**src/rtl/rob_commit_if.sv**
```systemverilog
// Commit-stage bundle: ROB head entries and store-buffer status in, and
// retirement acks, rename map / free-list updates and flush/redirect out.
interface rob_commit_if #(
   parameter int unsigned ARCH_W = 5,
   parameter int unsigned PREG_W = 6,
   parameter int unsigned PC_W   = 32
);
   logic [1:0]          head_valid;
   logic [2*ARCH_W-1:0] head_arch_dst;
   logic [2*PREG_W-1:0] head_phy_dst;
   logic [2*PREG_W-1:0] head_old_phy;
   logic [1:0]          head_wb;
   logic [1:0]          head_store;
   logic [1:0]          head_exc;
   logic [1:0]          head_mispred;
   logic [2*PC_W-1:0]   head_target;
   logic [2*PC_W-1:0]   head_pc;
   logic                sb_ready;

   logic [1:0]          commit_ack;
   logic [1:0]          rat_we;
   logic [2*ARCH_W-1:0] rat_arch;
   logic [2*PREG_W-1:0] rat_phy;
   logic [1:0]          fl_free_valid;
   logic [2*PREG_W-1:0] fl_free_phy;
   logic                sb_commit;
   logic                flush;
   logic [PC_W-1:0]     redirect_pc;
   logic [PC_W-1:0]     exc_pc;
   logic [31:0]         retired_cnt;

   modport master (
      output head_valid, head_arch_dst, head_phy_dst, head_old_phy, head_wb, head_store,
             head_exc, head_mispred, head_target, head_pc, sb_ready,
      input  commit_ack, rat_we, rat_arch, rat_phy, fl_free_valid, fl_free_phy, sb_commit,
             flush, redirect_pc, exc_pc, retired_cnt
   );

   modport slave (
      input  head_valid, head_arch_dst, head_phy_dst, head_old_phy, head_wb, head_store,
             head_exc, head_mispred, head_target, head_pc, sb_ready,
      output commit_ack, rat_we, rat_arch, rat_phy, fl_free_valid, fl_free_phy, sb_commit,
             flush, redirect_pc, exc_pc, retired_cnt
   );
endinterface

```
**src/rtl/rob_commit_unit.sv**
```systemverilog
// In-order two-wide retirement stage: acks the ROB head, updates the rename map and
// free list, and on exception/mispredict raises a flush followed by a drain window.
module rob_commit_unit #(
   parameter int unsigned     ARCH_W       = 5,
   parameter int unsigned     PREG_W       = 6,
   parameter int unsigned     PC_W         = 32,
   parameter logic [PC_W-1:0] EXC_VECTOR   = 32'hBFC00380,
   parameter int unsigned     FLUSH_CYCLES = 2
) (
   input logic         clk,
   input logic         rst,
   rob_commit_if.slave bus
);
   localparam logic [1:0] StRun   = 2'd0;
   localparam logic [1:0] StFlush = 2'd1;
   localparam logic [1:0] StDrain = 2'd2;
   localparam int unsigned DrainW = (FLUSH_CYCLES > 1) ? $clog2(FLUSH_CYCLES) : 1;

   logic [1:0]          state_q, state_d;
   logic [DrainW-1:0]   drain_q, drain_d;
   logic [1:0]          ack;
   logic                cause;
   logic [1:0]          rat_we_q, rat_we_d;
   logic [2*ARCH_W-1:0] rat_arch_q, rat_arch_d;
   logic [2*PREG_W-1:0] rat_phy_q, rat_phy_d;
   logic [1:0]          fl_valid_q, fl_valid_d;
   logic [2*PREG_W-1:0] fl_phy_q, fl_phy_d;
   logic                sb_commit_q, sb_commit_d;
   logic                flush_q;
   logic [PC_W-1:0]     redirect_q, redirect_d;
   logic [PC_W-1:0]     exc_pc_q, exc_pc_d;
   logic [31:0]         cnt_q, cnt_d;

   // Slot 1 never carries a flush cause; it waits until it becomes slot 0.
   always_comb begin
      ack = 2'b00;
      if (rst && state_q == StRun) begin
         ack[0] = bus.head_valid[0] && !(bus.head_store[0] && !bus.sb_ready);
         ack[1] = ack[0] && bus.head_valid[1] &&
                  !bus.head_exc[0] && !bus.head_mispred[0] &&
                  !bus.head_exc[1] && !bus.head_mispred[1] &&
                  !(bus.head_store[1] && (bus.head_store[0] || !bus.sb_ready));
      end
   end

   assign cause = ack[0] && (bus.head_exc[0] || bus.head_mispred[0]);

   always_comb begin
      state_d = state_q;
      drain_d = drain_q;
      unique case (state_q)
         StRun:   if (cause) state_d = StFlush;
         StFlush: begin
            state_d = StDrain;
            drain_d = DrainW'(FLUSH_CYCLES - 1);
         end
         StDrain: begin
            if (drain_q == '0) state_d = StRun;
            else               drain_d = drain_q - DrainW'(1);
         end
         default: state_d = StRun;
      endcase
   end

   always_comb begin
      rat_we_d    = '0;
      rat_arch_d  = '0;
      rat_phy_d   = '0;
      fl_valid_d  = '0;
      fl_phy_d    = '0;
      sb_commit_d = 1'b0;
      for (int i = 0; i < 2; i++) begin
         if (ack[i] && !bus.head_exc[i]) begin
            if (bus.head_wb[i]) begin
               rat_we_d[i]                  = 1'b1;
               rat_arch_d[i*ARCH_W +: ARCH_W] = bus.head_arch_dst[i*ARCH_W +: ARCH_W];
               rat_phy_d[i*PREG_W +: PREG_W]  = bus.head_phy_dst[i*PREG_W +: PREG_W];
               fl_valid_d[i]                = 1'b1;
               fl_phy_d[i*PREG_W +: PREG_W]   = bus.head_old_phy[i*PREG_W +: PREG_W];
            end
            if (bus.head_store[i]) sb_commit_d = 1'b1;
         end
      end
      redirect_d = '0;
      exc_pc_d   = '0;
      if (cause) begin
         redirect_d = bus.head_exc[0] ? EXC_VECTOR : bus.head_target[PC_W-1:0];
         if (bus.head_exc[0]) exc_pc_d = bus.head_pc[PC_W-1:0];
      end
      cnt_d = cnt_q + 32'(ack[0]) + 32'(ack[1]);
   end

   always_ff @(posedge clk) begin
      if (!rst) begin
         state_q     <= StRun;
         drain_q     <= '0;
         rat_we_q    <= '0;
         rat_arch_q  <= '0;
         rat_phy_q   <= '0;
         fl_valid_q  <= '0;
         fl_phy_q    <= '0;
         sb_commit_q <= 1'b0;
         flush_q     <= 1'b0;
         redirect_q  <= '0;
         exc_pc_q    <= '0;
         cnt_q       <= '0;
      end else begin
         state_q     <= state_d;
         drain_q     <= drain_d;
         rat_we_q    <= rat_we_d;
         rat_arch_q  <= rat_arch_d;
         rat_phy_q   <= rat_phy_d;
         fl_valid_q  <= fl_valid_d;
         fl_phy_q    <= fl_phy_d;
         sb_commit_q <= sb_commit_d;
         flush_q     <= cause;
         redirect_q  <= redirect_d;
         exc_pc_q    <= exc_pc_d;
         cnt_q       <= cnt_d;
      end
   end

   logic unused_slot1;
   assign unused_slot1 = ^{bus.head_target[2*PC_W-1:PC_W], bus.head_pc[2*PC_W-1:PC_W]};

   assign bus.commit_ack    = ack;
   assign bus.rat_we        = rat_we_q;
   assign bus.rat_arch      = rat_arch_q;
   assign bus.rat_phy       = rat_phy_q;
   assign bus.fl_free_valid = fl_valid_q;
   assign bus.fl_free_phy   = fl_phy_q;
   assign bus.sb_commit     = sb_commit_q;
   assign bus.flush         = flush_q;
   assign bus.redirect_pc   = redirect_q;
   assign bus.exc_pc        = exc_pc_q;
   assign bus.retired_cnt   = cnt_q;
endmodule

```
**src/flat_wrapper.sv**
```systemverilog
// flat-port wrapper written by rule: the top's interface ports become plain ports
module rob_commit_unit_flat 
#(
   parameter int unsigned     ARCH_W       = 5,
   parameter int unsigned     PREG_W       = 6,
   parameter int unsigned     PC_W         = 32,
   parameter logic [PC_W-1:0] EXC_VECTOR   = 32'hBFC00380,
   parameter int unsigned     FLUSH_CYCLES = 2
)
  (clk, rst, bus_head_valid, bus_head_arch_dst, bus_head_phy_dst, bus_head_old_phy, bus_head_wb, bus_head_store, bus_head_exc, bus_head_mispred, bus_head_target, bus_head_pc, bus_sb_ready, bus_commit_ack, bus_rat_we, bus_rat_arch, bus_rat_phy, bus_fl_free_valid, bus_fl_free_phy, bus_sb_commit, bus_flush, bus_redirect_pc, bus_exc_pc, bus_retired_cnt);
  rob_commit_if #(.ARCH_W(ARCH_W), .PREG_W(PREG_W), .PC_W(PC_W)) bus_i ();
  input logic clk;
  input logic rst;
  input wire logic [$bits(bus_i.head_valid)-1:0] bus_head_valid;
  input wire logic [$bits(bus_i.head_arch_dst)-1:0] bus_head_arch_dst;
  input wire logic [$bits(bus_i.head_phy_dst)-1:0] bus_head_phy_dst;
  input wire logic [$bits(bus_i.head_old_phy)-1:0] bus_head_old_phy;
  input wire logic [$bits(bus_i.head_wb)-1:0] bus_head_wb;
  input wire logic [$bits(bus_i.head_store)-1:0] bus_head_store;
  input wire logic [$bits(bus_i.head_exc)-1:0] bus_head_exc;
  input wire logic [$bits(bus_i.head_mispred)-1:0] bus_head_mispred;
  input wire logic [$bits(bus_i.head_target)-1:0] bus_head_target;
  input wire logic [$bits(bus_i.head_pc)-1:0] bus_head_pc;
  input wire logic [$bits(bus_i.sb_ready)-1:0] bus_sb_ready;
  output wire logic [$bits(bus_i.commit_ack)-1:0] bus_commit_ack;
  output wire logic [$bits(bus_i.rat_we)-1:0] bus_rat_we;
  output wire logic [$bits(bus_i.rat_arch)-1:0] bus_rat_arch;
  output wire logic [$bits(bus_i.rat_phy)-1:0] bus_rat_phy;
  output wire logic [$bits(bus_i.fl_free_valid)-1:0] bus_fl_free_valid;
  output wire logic [$bits(bus_i.fl_free_phy)-1:0] bus_fl_free_phy;
  output wire logic [$bits(bus_i.sb_commit)-1:0] bus_sb_commit;
  output wire logic [$bits(bus_i.flush)-1:0] bus_flush;
  output wire logic [$bits(bus_i.redirect_pc)-1:0] bus_redirect_pc;
  output wire logic [$bits(bus_i.exc_pc)-1:0] bus_exc_pc;
  output wire logic [$bits(bus_i.retired_cnt)-1:0] bus_retired_cnt;
  assign bus_i.head_valid = bus_head_valid;
  assign bus_i.head_arch_dst = bus_head_arch_dst;
  assign bus_i.head_phy_dst = bus_head_phy_dst;
  assign bus_i.head_old_phy = bus_head_old_phy;
  assign bus_i.head_wb = bus_head_wb;
  assign bus_i.head_store = bus_head_store;
  assign bus_i.head_exc = bus_head_exc;
  assign bus_i.head_mispred = bus_head_mispred;
  assign bus_i.head_target = bus_head_target;
  assign bus_i.head_pc = bus_head_pc;
  assign bus_i.sb_ready = bus_sb_ready;
  assign bus_commit_ack = bus_i.commit_ack;
  assign bus_rat_we = bus_i.rat_we;
  assign bus_rat_arch = bus_i.rat_arch;
  assign bus_rat_phy = bus_i.rat_phy;
  assign bus_fl_free_valid = bus_i.fl_free_valid;
  assign bus_fl_free_phy = bus_i.fl_free_phy;
  assign bus_sb_commit = bus_i.sb_commit;
  assign bus_flush = bus_i.flush;
  assign bus_redirect_pc = bus_i.redirect_pc;
  assign bus_exc_pc = bus_i.exc_pc;
  assign bus_retired_cnt = bus_i.retired_cnt;
  rob_commit_unit #(.ARCH_W(ARCH_W), .PREG_W(PREG_W), .PC_W(PC_W), .EXC_VECTOR(EXC_VECTOR), .FLUSH_CYCLES(FLUSH_CYCLES)) u_core (.clk(clk), .rst(rst), .bus(bus_i));
endmodule
```
**config.mk**
```make
export PLATFORM = sky130hd
export DESIGN_NAME = rob_commit_unit_flat
export DESIGN_NICKNAME = d
export VERILOG_FILES = /design/src/rtl/rob_commit_if.sv /design/src/rtl/rob_commit_unit.sv /design/src/flat_wrapper.sv
export SDC_FILE = /design/constraint.sdc
export NUM_CORES = 1
export LEC_CHECK = 0
export CORE_AREA = 4 4 124 126
export DETAILED_ROUTE_END_ITERATION = 10
export DIE_AREA = 0 0 128 130
export PLACE_DENSITY = 0.86
export REMOVE_ABC_BUFFERS = 1
export SLEW_MARGIN = 40
export SYNTH_ARGS = -nofsm -noshare
export SYNTH_HDL_FRONTEND = slang
export SYNTH_SLANG_ARGS = --single-unit
```
**constraint.sdc**
```tcl
create_clock -name clk -period 3.05 [get_ports clk]
set_input_delay 0.305 -clock clk [delete_from_list [all_inputs] [get_ports clk]]
set_output_delay 0.305 -clock clk [all_outputs]
set_load 0.05 [all_outputs]
```
==> results.md <==
* Area Overhead vs Synth at 75.8%
* Synth Register Bits at 137
* Worst Skew at 0.00461 ns
* First-pass GRT wire length at 19.1 mm
* Yosys cell types at 33
* CORE AREA at 14300 um2
* Max-cap viol count at 0
* Req. time, crit path at 3.38 ns
* Tcrit/Tclk final at 94.3%
* Total stage count of the critical path at 12
* Cts bufs inserted at 17
* Sw frac at 24.2%
* Crit path capture type: flop
* Top Ports at 313
* Fill cells at 1231
* CP max FO at 15
* GRT Resource Usage Total at 14.8%
* Hpwl dp at 9.72 mm
* Critical path's largest stage delay at 0.51 ns
* Worst Path Arrival at 3.21 ns
* Top cells by area, synth: dfxtp_1, and3_1, nor2_1
* CTS Sinks at 137
* Ant. Diodes at 0
* CP startpoint kind: flop
* Final Hold Fails at 0
* Initial antenna violation count at 0
* Status: completed
* CP Buf/Inv Count at 2
* Combinational share of power at 13.3%
* Reg2Reg Depth at 12
* CP cell instances: inv_2, ha_4, nand2_1, and4bb_2, and3_4, fa_2, ha_1, nand3_1, or3_1, buf_4, or4_1, a21oi_1
* Final instance area at 7910 um2
* WL/cell at 14.6 um
* Vias in the first global route at 3807
* Pwr dens at 595 nW/um2
* Die Footprint at 16600 um2
* Largest net degree at the start of global routing at 46
* Layout cell share with drive strength beyond 1 at 8.78%
* Pleak at 3.19 nW
* Sequential power share at 39.9%
* TritonRoute pass-1 iters at 4
* Final wirelength at 13.0 mm
* RSZ-0062 raised after global routing: no
* Sw power at 1.14 mW
* Hold buffer count at CTS at 0
* Initial DRC count at 242
* Critical setup path kind: flop to flop
* Sequential cell area fraction in the yosys report at 61.0%
* Chip Height at 130 um
* Most frequent cells in the layout: clkdlybuf4s50_1, dfxtp_1, and3_1
* Crit-path leading delay family: simple AND/OR/NAND/NOR gates
* Gp weighted congestion at 0.777
* PortBufs at 248
* Mapped Area at 4500 um2
* Number of routed nets with antenna violations at 0
* Root Buffer: clkbuf_16
* Worst hold slack at 0.453 ns
* Register area at 2740 um2
* Num rows at 44
* Slowest library cell on the worst path: or4_1
* Worst min path class: primary input to flop
* Post-CTS resize count at 0
* Clk buf depth at 2
* Vias/cell at 4.61
* Total negative slack at 0 ns
* Fmax at 348 MHz
* Multi-input logic area at 1600 um2
* Detailed-route DRC error count at 0
* Hold path depth at 3
* Setup violators final at 0
* Ys Warns at 0
* Clock network power share at 46.8%
* Final core utilization at 55.3%
* CTS clk-pin slew, worst paths at 0.06 ns
* Top-area cell type share of the netlist area at 61.0%
* Post-layout total power at 4.71 mW
* Mean Syn Cell Area at 10.3 um2
* Fin. max-slew vios at 0
* Nets@finish at 874
* Post-CTS Setup Bufs at 0
* Gate Count Post-Synth at 438
* Most common cell after layout, fill and taps aside: clkdlybuf4s50_1
* Post-place instance area at 7250 um2
* Clk Latency, worst-skew pair at 0.41 ns
* Die X at 128 um
* H-tree depth at 4
* Slew of the pin with the lowest slew margin at 0.553 ns
* Max VDD drop at 0.373 mV
* Cell taking the most area after synthesis: dfxtp_1
* Vias at 4106
* TritonCTS clock tree: done
* Pint at 3.57 mW
* Slew headroom at 63.0%
* Total grt overflow at 0
* Fin crit period at 2.88 ns
* Initial Util at 31.4%
-- logic make-up after synthesis --
kind of cell	synth area share, %
DFF	61.0
AOI/OAI and AO/OA	5.31
buffers and inverters	3.92
adders and majority gates	1.84
xor gates and xnor gates	2.53
and+or+nand+nor	25.0
muxes	0.445
-- per-stage QoR --
stage,instances,setup slack [ns]
2_1_floorplan,406,-0.953
3_5_place_dp,858,-0.241
6_report,890,0.173
5_1_grt,890,0.00461
3_3_place_gp,858,-0.229
4_1_cts,890,0.0237
-- sequential cells by signal, summed over array words and instances, names as in the netlist --
signal,flops
u_core.bus.exc_pc,32
u_core.bus.redirect_pc,32
u_core.bus.retired_cnt,32
u_core.bus.fl_free_phy,12
u_core.bus.rat_phy,12
u_core.bus.rat_arch,10
u_core.bus.rat_we,2
u_core.state_q,2
u_core.bus.flush,1
u_core.bus.sb_commit,1
u_core.drain_q,1
-- worst reg2reg max path, cell delays in order, from the launching register on --
cell and delay (ns):
dfxtp_1 0.33, inv_2 0.10, ha_4 0.15, nand2_1 0.07
and4bb_2 0.31, and3_4 0.19, fa_2 0.22, ha_1 0.17
nand3_1 0.09, or3_1 0.31, buf_4 0.19, or4_1 0.51
a21oi_1 0.16
-- final cells by class --
type	count	area share, %
clock buffers	19	5.73
clock inverters	13	2.42
inverters	10	0.475
multi-input cells	259	20.3
flip-flops and latches	137	34.7
well taps	184	2.91
repair buffers	268	33.5
-- final timing paths --
path	slack [ns]	endpoint	startpoint
max reg2reg	0.17	u_core.bus.retired_cnt[30]$_SDFF_PN0_	u_core.state_q[0]$_SDFFE_PN0P_
min	0.45	u_core.bus.redirect_pc[25]$_SDFF_PN0_	bus_head_target[25]
min reg2reg	0.48	u_core.bus.retired_cnt[31]$_SDFF_PN0_	u_core.bus.retired_cnt[31]$_SDFF_PN0_
max	0.17	u_core.bus.retired_cnt[30]$_SDFF_PN0_	u_core.state_q[0]$_SDFFE_PN0P_
-- Yosys cell counts --
library cell,count
dfxtp_1,137
and3_1,72
nor2_1,40
clkbuf_1,26
and2_1,20
a21oi_1,17
nand2_1,14
or4_1,13
nand3_1,12
o31ai_1,12
xnor2_1,11
inv_1,10
or3_1,8
nand4_1,7
o21ai_0,6
ha_1,5
nor4_1,4
buf_2,3
nor3_1,3
and4_1,2
buf_4,2
mux2i_1,2
xor2_1,2
a211oi_1,1
a22o_1,1
a22oi_1,1
and4_2,1
and4bb_2,1
buf_6,1
fa_1,1
nand2b_1,1
nor4b_1,1
o211a_1,1
-- power groups by stage --
stage / logic (mW) / registers, mW / clock network [mW]
3_5_place_dp: 0.614 / 1.92 / 0
4_1_cts: 0.617 / 1.88 / 2.25
3_3_place_gp: 0.607 / 1.91 / 0
2_1_floorplan: 0.130 / 2.08 / 0
5_1_grt: 0.667 / 1.88 / 2.32
6_report: 0.627 / 1.88 / 2.20
-- per-layer routing --
metal / global-route usage (%) / vias up / share of wire, %
met1: 15.7 / 1893 / 37
li1: - / 2023 / -
met5: 0 / - / 0
met2: 24.7 / 176 / 49
met4: 5.81 / 0 / 1.3
met3: 8.19 / 14 / 12
Note: power is estimated with default switching activity, not from simulation.
